**config.mk**
```make
export PLATFORM = sky130hd
export DESIGN_NAME = if_block
export DESIGN_NICKNAME = d
export VERILOG_FILES = /design/src/rtl/if_block_pkg.sv /design/src/rtl/if_block_fetch_queue.sv /design/src/rtl/if_block.sv
export SDC_FILE = /design/constraint.sdc
export NUM_CORES = 1
export LEC_CHECK = 0
export CORE_MARGIN = 2
export CORE_UTILIZATION = 35
export DETAILED_ROUTE_END_ITERATION = 7
export MAX_ROUTING_LAYER = met4
export PLACE_DENSITY = 0.6
export RECOVER_POWER = 50
export SYNTH_ARGS = -nofsm -noshare
export SYNTH_HDL_FRONTEND = slang
export SYNTH_HIERARCHICAL = 1
export SYNTH_SLANG_ARGS = --single-unit
```
**constraint.sdc**
```tcl
create_clock -name clk -period 3.8 [get_ports clk]
set_input_delay 0.76 -clock clk [delete_from_list [all_inputs] [get_ports clk]]
set_output_delay 0.76 -clock clk [all_outputs]
set_load 0.02 [all_outputs]
```
**src/rtl/if_block_pkg.sv**
```systemverilog
// if_block_pkg: shared fetch-stage types and constants
package if_block_pkg;
  localparam int IF_QDEPTH = 2;
  localparam logic [31:0] NOP_INSTR = 32'h0000_0013;
  typedef struct packed {
    logic [31:0] pc;
    logic [31:0] instr;
    logic        exc;
  } if_entry_t;
  typedef struct packed {
    logic [31:0] pc;
    logic [31:0] instr;
    logic        valid;
  } ex_reg_d;
endpackage

```
**src/rtl/if_block_fetch_queue.sv**
```systemverilog
// fetch_queue: 2-entry fetch buffer whose head keeps its last value when empty
module fetch_queue
  import if_block_pkg::*;
#(
  parameter logic [31:0] RESET_PC = 32'h0000_0000
) (
  input  logic      clk,
  input  logic      reset,
  input  logic      push,
  input  logic      pop,
  input  logic      flush,
  input  if_entry_t din,
  output if_entry_t head,
  output logic [1:0] count
);
  localparam logic [1:0] FULL = 2'(IF_QDEPTH);
  if_entry_t tail;
  always_ff @(posedge clk) begin
    if (reset) begin
      head  <= '{pc: RESET_PC, instr: NOP_INSTR, exc: 1'b0};
      tail  <= '0;
      count <= '0;
    end else if (flush) begin
      count <= {1'b0, push};
      if (push) head <= din;
    end else begin
      assert (!(push && !pop && count == FULL));
      count <= count + {1'b0, push} - {1'b0, pop};
      if (push && (count == 2'd0 || (pop && count == 2'd1))) head <= din;
      else if (pop && count == FULL) head <= tail;
      if (push && (count == FULL || (!pop && count == 2'd1))) tail <= din;
    end
  end
endmodule

```
**src/rtl/if_block.sv**
```systemverilog
// if_block: instruction fetch stage with 2-entry queue; IF_MISALIGN_EXC_EN enables misaligned-redirect exception entries
module if_block
  import if_block_pkg::*;
#(
  parameter logic [31:0] RESET_PC = 32'h0000_0000
) (
  input  logic        clk,
  input  logic        reset,
  input  logic        stall,
  input  logic        redirect,
  input  logic [31:0] redirect_pc,
  output logic        imem_rden,
  output logic [31:0] imem_addr,
  input  logic [31:0] imem_data,
  output logic [31:0] ir,
  output logic [31:0] if_pc,
  output logic        if_valid,
  output logic        if_exc
);
  logic [31:0] pc, req_pc;
  logic inflight, kill, halted, mis, pop, push;
  logic [1:0] count;
  logic [2:0] occ;
  if_entry_t head, din;
`ifdef IF_MISALIGN_EXC_EN
  assign mis = redirect && (redirect_pc[1:0] != 2'b00);
`else
  assign mis = 1'b0;
`endif
  assign if_valid  = count != 2'd0;
  assign pop       = if_valid && !stall;
  assign occ       = {1'b0, count} + {2'b0, inflight} - {2'b0, pop};
  assign imem_rden = !reset && !redirect && !halted && occ < 3'd2;
  assign imem_addr = pc;
  assign push      = redirect ? mis : inflight && !kill;
  assign din       = redirect ? if_entry_t'{pc: redirect_pc, instr: NOP_INSTR, exc: 1'b1}
                              : if_entry_t'{pc: req_pc, instr: imem_data, exc: 1'b0};
  assign ir        = if_valid ? head.instr : NOP_INSTR;
  assign if_pc     = head.pc;
  assign if_exc    = if_valid && head.exc;
  always_ff @(posedge clk) begin
    if (reset) begin
      pc       <= RESET_PC;
      req_pc   <= RESET_PC;
      inflight <= 1'b0;
      kill     <= 1'b0;
      halted   <= 1'b0;
    end else begin
      inflight <= imem_rden;
      kill     <= redirect && inflight;
      if (redirect) begin
        pc     <= {redirect_pc[31:2], 2'b00};
        halted <= mis;
      end else if (imem_rden) begin
        pc     <= pc + 32'd4;
        req_pc <= pc;
      end
    end
  end
  fetch_queue #(.RESET_PC(RESET_PC)) u_queue (
    .clk  (clk),
    .reset(reset),
    .push (push),
    .pop  (pop && !redirect),
    .flush(redirect),
    .din  (din),
    .head (head),
    .count(count)
  );
endmodule

```
# == Yosys cells after proc, flatten, opt, wreduce, memory -nomap -nowiden ==
# Cells that the tools add are included.
# totals
inputBits,68
reg_bits,198
output_inout_bits,99
# op_classes
n_mux,10
reduce_logical,27
n_eq_ne,3
addsub,5
n_bitwise,1
magnitude_cmp,1
# op_table
op,n
2-to-1 mux 65 bit,5
2-to-1 mux 32 bit,3
"adder 32 x 3 -> 32 bit, second input constant",1
logical AND 1 bit,12
AND reduction 2 bit,3
zero test 1 bit,5
nonzero test 2 bit,2
adder 2 x 1 -> 3 bit,1
"less-than comparator 3 x 2 -> 1 bit, second input constant",1
nonzero test 3 bit,1
subtractor 3 x 1 -> 3 bit,1
adder 2 x 1 -> 2 bit,1
"== test 2 x 1 -> 1 bit, second input constant",1
"== test 2 bit, second input constant",1
zero test 2 bit,1
logical OR 1 bit,2
2-to-1 mux 1 bit,2
"!= test 2 x 1 -> 1 bit, second input constant",1
OR reduction 2 bit,1
subtractor 2 x 1 -> 2 bit,1
NOT 1 bit,1

# == Logic depth before layout (Yosys ltp) ==
# depth
ltp_word,8
mapped_depth,14
mapped_depth_nobuf,12

# == By module ==
# Netlist, hierarchy kept.
# modules_own_cells
module,area_each_um2,cells_per_inst,n_inst,seq_area_each_um2
fetch_queue,5408.9,673,1,2642.5
if_block,3714.8,496,1,1241.2

# == Worst setup path after synthesis ==
# OpenSTA, ideal clock, no wires.
# synth_path
path_type,register -> output
from,register u_queue.count[1]
to,output imem_rden
path_stages_with_launch,13
path_buffers,3
t_arrival_ps,2998
required_time_ps,3040
path_slack_ps,42
cell_sequence,dfxtp_1 nor2_1 clkbuf_1 nor2_1 ha_1 nand2b_1 fa_1 clkbuf_2 inv_1 nor2_2 nand2_1 inv_2 clkbuf_1
# synth_via
elab_chain_len,5
word_cells_on_any_way,6
classes_between,2 x add/sub; 1 x order compare; 3 x reduce/logical
# synth_lines
element,line_no,source
start: declaration,if_block_fetch_queue.sv:14,output logic [1:0] count
start signal: assignment,if_block_fetch_queue.sv:24,"count <= {1'b0, push};"
start signal: assignment,if_block_fetch_queue.sv:28,"count <= count + {1'b0, push} - {1'b0, pop};"
branches (longest 2 deep; another with adder 2 x 1 -> 3 bit),--,
subtractor 3 x 1 -> 3 bit *,if_block.sv:32,"assign occ = {1'b0, count} + {2'b0, inflight} - {2'b0, pop};"
less-than comparator 3 x 2 -> 1 bit *,if_block.sv:33,assign imem_rden = !reset && !redirect && !halted && occ < 3'd2;
logical AND 1 bit *,if_block.sv:33,
end: declaration,if_block.sv:12,"output logic imem_rden,"
# Every way passes the cells marked *.

# == Worst setup path after layout ==
# layout_path
from,input stall
to,output imem_rden
# layout_via
elab_chain_len,5
# layout_lines
element,line_no,source
start: declaration,if_block.sv:9,"input logic stall,"
zero test 1 bit,if_block.sv:31,assign pop = if_valid && !stall;
logical AND 1 bit,if_block.sv:31,
subtractor 3 x 1 -> 3 bit,if_block.sv:32,
less-than comparator 3 x 2 -> 1 bit,if_block.sv:33,
logical AND 1 bit,if_block.sv:33,
# No other way between the ends.

==> flow_metrics.py <==
metrics = {
    "timing": {
        "slew_headroom": 0.0925,
        "timing.fmax_mhz": 281,
        "skew_ps": 11.6,
        "tns_ps": 0,
        "tightest_slew_ps": 1360,
        "fin_crit_ps": 3550,
        "worst_slack_ps": 247,
        "setup_viol": 0,
        "grt_setup_unrepaired": "false",
        "fin_crit_sh": 0.935,
        "finalHoldViolations": 0,
        "finalMaxSlewViolations": 0,
    },
    "floorplanning": {
        "ios": 167,
        "die_w_um": 165,
        "core_mm2": 0.0258,
        "start_util": 0.353,
        "die_h_um": 165,
        "dieArea_mm2": 0.0274,
        "num_rows": 59,
    },
    "drt": {
        "routed_via_density": 5.18,
        "first_pass_iters": 5,
        "drc": 0,
        "vias": 8443,
        "ant_nets": 0,
        "routedWlPerCell_um": 16.5,
        "routed_wl_um": 26900,
        "drtIter0Drc": 553,
    },
    "pwr": {
        "ir_worst_vdd_mv": 0.239,
        "cellPowerDensity_mw_per_mm2": 413,
        "report.power.total_w": 0.00478,
        "netSwitchingFraction": 0.284,
        "p_int_w": 0.00342,
        "p_leak_nw": 3.99,
        "p_sw_w": 0.00136,
        "comb_power_share": 0.153,
        "p_seq_frac": 0.461,
        "clockPowerShare": 0.387,
    },
    "cells_and_area": {
        "area_growth_pct": 26.9,
        "utilization": 0.448,
        "multi_input_area_mm2": 0.00471,
        "drive_above_1_share": 0.0858,
        "nNetsFinal": 1354,
        "regArea_mm2": 0.00388,
        "finalNonFillerCells": 1630,
        "num-fill-cells": 2643,
    },
    "placed_design": {
        "dp_hpwl_um": 16700,
        "gp_congestion": 0.857,
        "port_buffers": 164,
        "post-place-ws_ps": -160,
        "dpl.cell_count": 1597,
    },
    "global_routing": {
        "grt_pass1_wl_um": 42300,
        "grt_max_degree": 194,
        "grt.total_usage": 0.203,
        "grt_overflow": 0,
        "antenna_found_initial": 0,
        "grt_pass1_vias": 7818,
    },
    "synth": {
        "syn_area_mm2": 0.00912,
        "synth_seq_cells": 194,
        "synth.avg_cell_area_um2": 7.80,
        "synth_top_cell_area_share": 0.426,
        "yosys-top-cells-area": "dfxtp_1 (43%), nand2_1 (14%), a21oi_1 (5.7%)",
        "synth_cells": 1169,
        "synth.largest_area_cell": "dfxtp_1",
        "synth-seq-area-share": 0.426,
        "synthArstFlopShare": 0,
        "synth_edf_count": 0,
        "yosysWarnings": 6,
        "synth_cell_types": 62,
        "synth_ff_type": "dfxtp_1",
    },
    "cts": {
        "cts_setup_buffers": 0,
        "cts.sinks": 194,
        "clock_path_buffers": 2,
        "cts_buffers": 17,
        "ctsHoldBuffers": 0,
        "cts_tree": "yes",
        "htreeDepth": 4,
        "clock-root-buffer": "clkbuf_16",
        "clock_latency_ps": 440,
        "clkTransAtPathRegs_ps": 70,
    },
    "min_path": {
        "hp-class": "flip-flop to flip-flop",
        "hold_end": "req_pc[24]$_SDFFE_PP0P_",
        "hold_start": "req_pc[24]$_SDFFE_PP0P_",
        "hold_path_depth": 2,
    },
    "worst_setup_path": {
        "crit_fanout": 2,
        "critPathArrivalTime_ps": 2790,
        "endpoint_kind": "output pin",
        "reg2regPathDepth": 11,
        "path_class": "input pin to output pin",
        "crit_required_ps": 3040,
        "r2r-end": "imem_addr[12]$_SDFFE_PP0P_",
        "rr_startpoint": "u_queue/count[0]$_SDFF_PP0_",
        "reg2reg_slack_ps": 670,
        "startpoint_type": "input pin",
    },
    "run": {
        "maxCapViolations": 0,
    },
    "outcome": {
        "status": "finished clean",
    },
}
-- sequential cells by signal (all words and copies together) (netlist names) --
signal         flops
u_queue/tail      65
u_queue/count      2
u_queue/head      65
kill               1
imem_addr         30
req_pc            30
inflight           1
-- logic make-up after synthesis --
group	share of synthesized area
and+or+nand+nor	0.284
AOI/OAI and AO/OA	0.172
DFF	0.426
buffers and inverters	0.0621
muxes	0.0281
xor gates and xnor gates	0.0202
adders and majority gates	0.00768
other	0.000411
-- worst max-delay path by stage --
stage	startpoint	end	depth (start not counted)
final	stall	imem_rden	10
after global routing	stall	imem_rden	10
after CTS	stall	imem_rden	10
after detailed placement	stall	imem_rden	10
after global placement	stall	imem_rden	10
after floorplan	u_queue/count[1]$_SDFF_PP0_	imem_rden	12
-- final cells by class --
| type | instances | share of cell area |
|---|---|---|
| sequential | 194 | 0.335 |
| clock inverter | 15 | 0.0147 |
| antenna | 1 | 0.000216 |
| multi-input combinational | 849 | 0.407 |
| inverter | 28 | 0.00908 |
| tap | 335 | 0.0362 |
| timing repair buffer | 191 | 0.161 |
| clock buffer | 17 | 0.0367 |
-- critical path, stage by stage --
cell             delay, ps
clkdlybuf4s50_1        510
nor2_1                  70
ha_1                   260
nand2b_1               160
fa_1                   410
xor2_1                 190
nor2_2                 100
nand2_1                 80
inv_2                   90
clkbuf_2               170
-- through the flow --
stage / hold slack [ps] / instance area, µm²
6_report: 455 / 11600
5_1_grt: 470 / 11600
4_1_cts: 456 / 11600
3_5_place_dp: 446 / 11000
3_3_place_gp: 438 / 11000
2_1_floorplan: 432 / 9130
-- cells in the mapped netlist, drive strengths merged (18+ instances only) --
library cell and number:
nand2 345, dfxtp 194, a21oi 105, nor3 67
a311oi 62, nor2b 62, clkbuf 50, buf 49
inv 28, nor2 26, o21ai 23, mux2 21
nand3 18
-- power groups by stage --
stage	Sequential (W)	Clock, W	Combinational [W]
2_1_floorplan	0.00229	0	0.000391
3_3_place_gp	0.00225	0	0.000749
3_5_place_dp	0.00225	0	0.000754
4_1_cts	0.00220	0.00189	0.000757
5_1_grt	0.00222	0.00197	0.000793
6_report	0.00220	0.00185	0.000729
-- routing by layer --
metal	GRT usage	share of wire
met1	0.271	0.47
met2	0.312	0.46
met3	0.0360	0.043
met4	0.0701	0.025
met5	-	0
-- cells in the final DEF (no fill, tap or decap), types with 3 or more instances in the layout --
master	synthesis	routed
nand3_1	17	17
clkinv_4	0	3
xor2_1	11	11
and2_1	5	5
a31oi_1	7	7
inv_1	26	26
or2_2	6	7
a311oi_1	52	52
o211ai_1	3	3
a211oi_1	7	7
a2bb2oi_1	3	3
a22oi_1	4	4
xnor2_1	10	10
a21oi_1	104	104
clkbuf_1	49	3
and4_1	5	5
and3_1	5	5
inv_6	0	5
a311oi_2	10	10
or3_1	4	4
clkbuf_16	0	17
mux2_2	18	18
clkdlybuf4s50_1	0	88
mux2_1	3	3
o22ai_1	4	4
nand2_1	345	345
nand2b_1	3	3
dfxtp_1	194	194
buf_12	0	3
o21ai_0	23	22
buf_4	3	20
nor3_1	67	67
ha_1	4	4
nor2_1	24	24
o311ai_0	3	3
nand4_1	9	9
clkbuf_2	1	3
nor2b_1	61	61
dlygate4sd3_1	0	73
-- repair_timing --
item | 4_1_cts | 5_1_grt
gates resized for setup | 1 | 2
hold endpoints to repair | 0 | 0
setup endpoints to repair | 1 | 1
Note: power is estimated with default switching activity, not from simulation.
==> patch: new RTL, same flow settings <==
The option `IF_MISALIGN_EXC_EN` is turned on by a define.
--- a/src/rtl/if_block.sv
+++ b/src/rtl/if_block.sv
@@ -1,4 +1,6 @@
 // if_block: instruction fetch stage with 2-entry queue; IF_MISALIGN_EXC_EN enables misaligned-redirect exception entries
+`define IF_MISALIGN_EXC_EN
+
 module if_block
   import if_block_pkg::*;
 #(
Function: changed (a bounded check fails within 4 cycles, from zero or initial values and one cycle with reset high).
==> patch against the original RTL <==
Routed wire length rose by 0.70%; the run now ends with max-capacitance violations, max-slew violations left; sequential share of layout area rose by 0.22 points; area after synthesis hardly changed; sequential cell count is 1 higher; largest power group unchanged; setup slack got worse by 83 ps; design area shrank 0.15%; critical path depth fell by 4; combinational power rose by 52%; hold slack got worse by 0.84 ps; cell count up 0.12%; total power increased by 7.8%.
==> patch: results (changes against the original RTL) <==
| Metric | Value |
|---|---|
| Status | complete, but fails checks |
| Failing checks | max-capacitance violations, max-slew violations |
| Worst Hold Class | flip-flop to flip-flop |
| Layout Skew | 10.0 ps (-1.60 ps) |
| FILL cells | 2645 (+0.076%) |
| Post-synth top cells | 350 x nand2_1, 195 x dfxtp_1, 103 x a21oi_1 |
| Sequential fraction of the synthesis area | 42.8% (+0.18 points) |
| Top post-synthesis cells by area | dfxtp_1 43%, nand2_1 14%, a21oi_1 5.6% |
| Async set-reset flop share out of synthesis | 0% (unchanged) |
| Slew Limit Headroom | -58.6% (-68 points) |
| Net Sw Power | 1.64 mW (+20%) |
| Final GP Congestion | 0.854 (-0.28%) |
| Via density | 5.18 (about the same) |
| Routed wire length | 27000 um (+0.70%) |
| First-pass GRT wire length | 42300 um (unchanged) |
| TritonCTS Buffers | 17 (unchanged) |
| Crit path max fanout | 192 (+190) |
| GRT Total Usage | 20.2% (-0.17 points) |
| Distinct cells, synth | 61 (-1.6%) |
| Worst slack, placed | -230 ps (-69.1 ps) |
| Router iterations before antenna repair | 5 (unchanged) |
| Top Registers | u_queue/head x65, u_queue/tail x65 |
| Initial antenna violation count | 0 (unchanged) |
| Max IR drop VDD | 0.000222 V (-6.9%) |
| Clk Latency, worst-skew pair | 430 ps |
| Ant diodes | 0 (-1) |
| Share of layout cells above drive strength 1 | 8.02% (-0.56 points) |
| Clock slew at reported path FFs | 80 ps |
| Synth Flop Type | dfxtp_1 |
| Number of max-cap violations | 2 (+2) |
| Vias in the first global route | 7669 (-1.9%) |
| Worst path arrival time | 3960 ps (+1170 ps) |
| Final slew viol count | 235 (+235) |
| Synth warn | 6 (unchanged) |
| Deepest clock path buffer count | 2 (unchanged) |
| Final HPWL DP | 17100 um (+2.3%) |
| Largest net degree at the start of global routing | 193 (-0.52%) |
| Drt initial violations | 569 (+2.9%) |
| Port Buffers | 164 (unchanged) |
| Post-CTS setup-driven buffer insertion count | 0 (unchanged) |
| Root Driver | clkbuf_16 |
| P_leak | 3.99 nW (+0.11%) |
| H-tree Lvls | 4 (unchanged) |
| Post-cts sizing count | 1 (unchanged) |
| NumNets Final | 1357 (+0.22%) |
patch: cell families after synthesis:
family          after synthesis  share of synthesized area, %
simple gates                570                          28.7
compound gates              240                          17.7
flops                       195                          42.8
buf+inv                     123                          6.13
mux                          21                          2.58
xor+xnor                     14                          1.34
fa+ha+maj                     5                         0.767
other cells                   1                        0.0411
patch: through the flow:
step	hold WS (ps)	setup TNS, ps	instances	instance area [um^2]
6_report	454	0	1632	11600
5_1_grt	468	0	1632	11600
4_1_cts	456	0	1632	11600
3_5_place_dp	445	-497	1600	11000
3_3_place_gp	438	-235	1600	11000
2_1_floorplan	432	0	1170	9140
patch: worst max-delay path, stage by stage:
cell      delay [ps]
clkbuf_1         210
clkbuf_4        1590
nor2_1           570
a21oi_1          280
o21ai_0          100
o311a_1          130
patch: path summary, 6_finish.rpt:
path                          from               end  slack [ps]  cells past startpoint
hold / removal     u_queue/tail[1]   u_queue/tail[1]         450                      2
hold reg to reg    u_queue/tail[1]   u_queue/tail[1]         450                      2
setup reg to reg  u_queue/count[0]  u_queue/head[13]         380                      8
setup / recovery             reset     imem_addr[27]         160                      6
patch: cell type report:
cell class                      count  area [um^2]  area share (%)
Multi-Input combinational cell    852         4690            40.6
Sequential cell                   195         3900            33.8
Timing Repair Buffer              194         1890            16.4
Clock buffer                       18          439            3.80
Tap cell                          335          419            3.63
Clock inverter                     14          121            1.05
Inverter                           24         90.1           0.779
patch: power groups by stage:
stage	clock [mW]	combinational (mW)	sequential, mW
finish	1.75	1.11	2.30
global route	1.86	1.20	2.32
CTS	1.78	1.15	2.30
detailed placement	0	1.15	2.35
global placement	0	1.14	2.35
floorplan	0	0.618	2.41
patch: routing by layer:
metal / vias to the layer above / GRT usage [%] / wire length, um
met1: 3977 / 27.6 / 12800
met2: 218 / 31.4 / 12500
met4: 0 / 5.13 / 425
li1: 4230 / - / -
met3: 25 / 2.80 / 1310
met5: - / - / 0
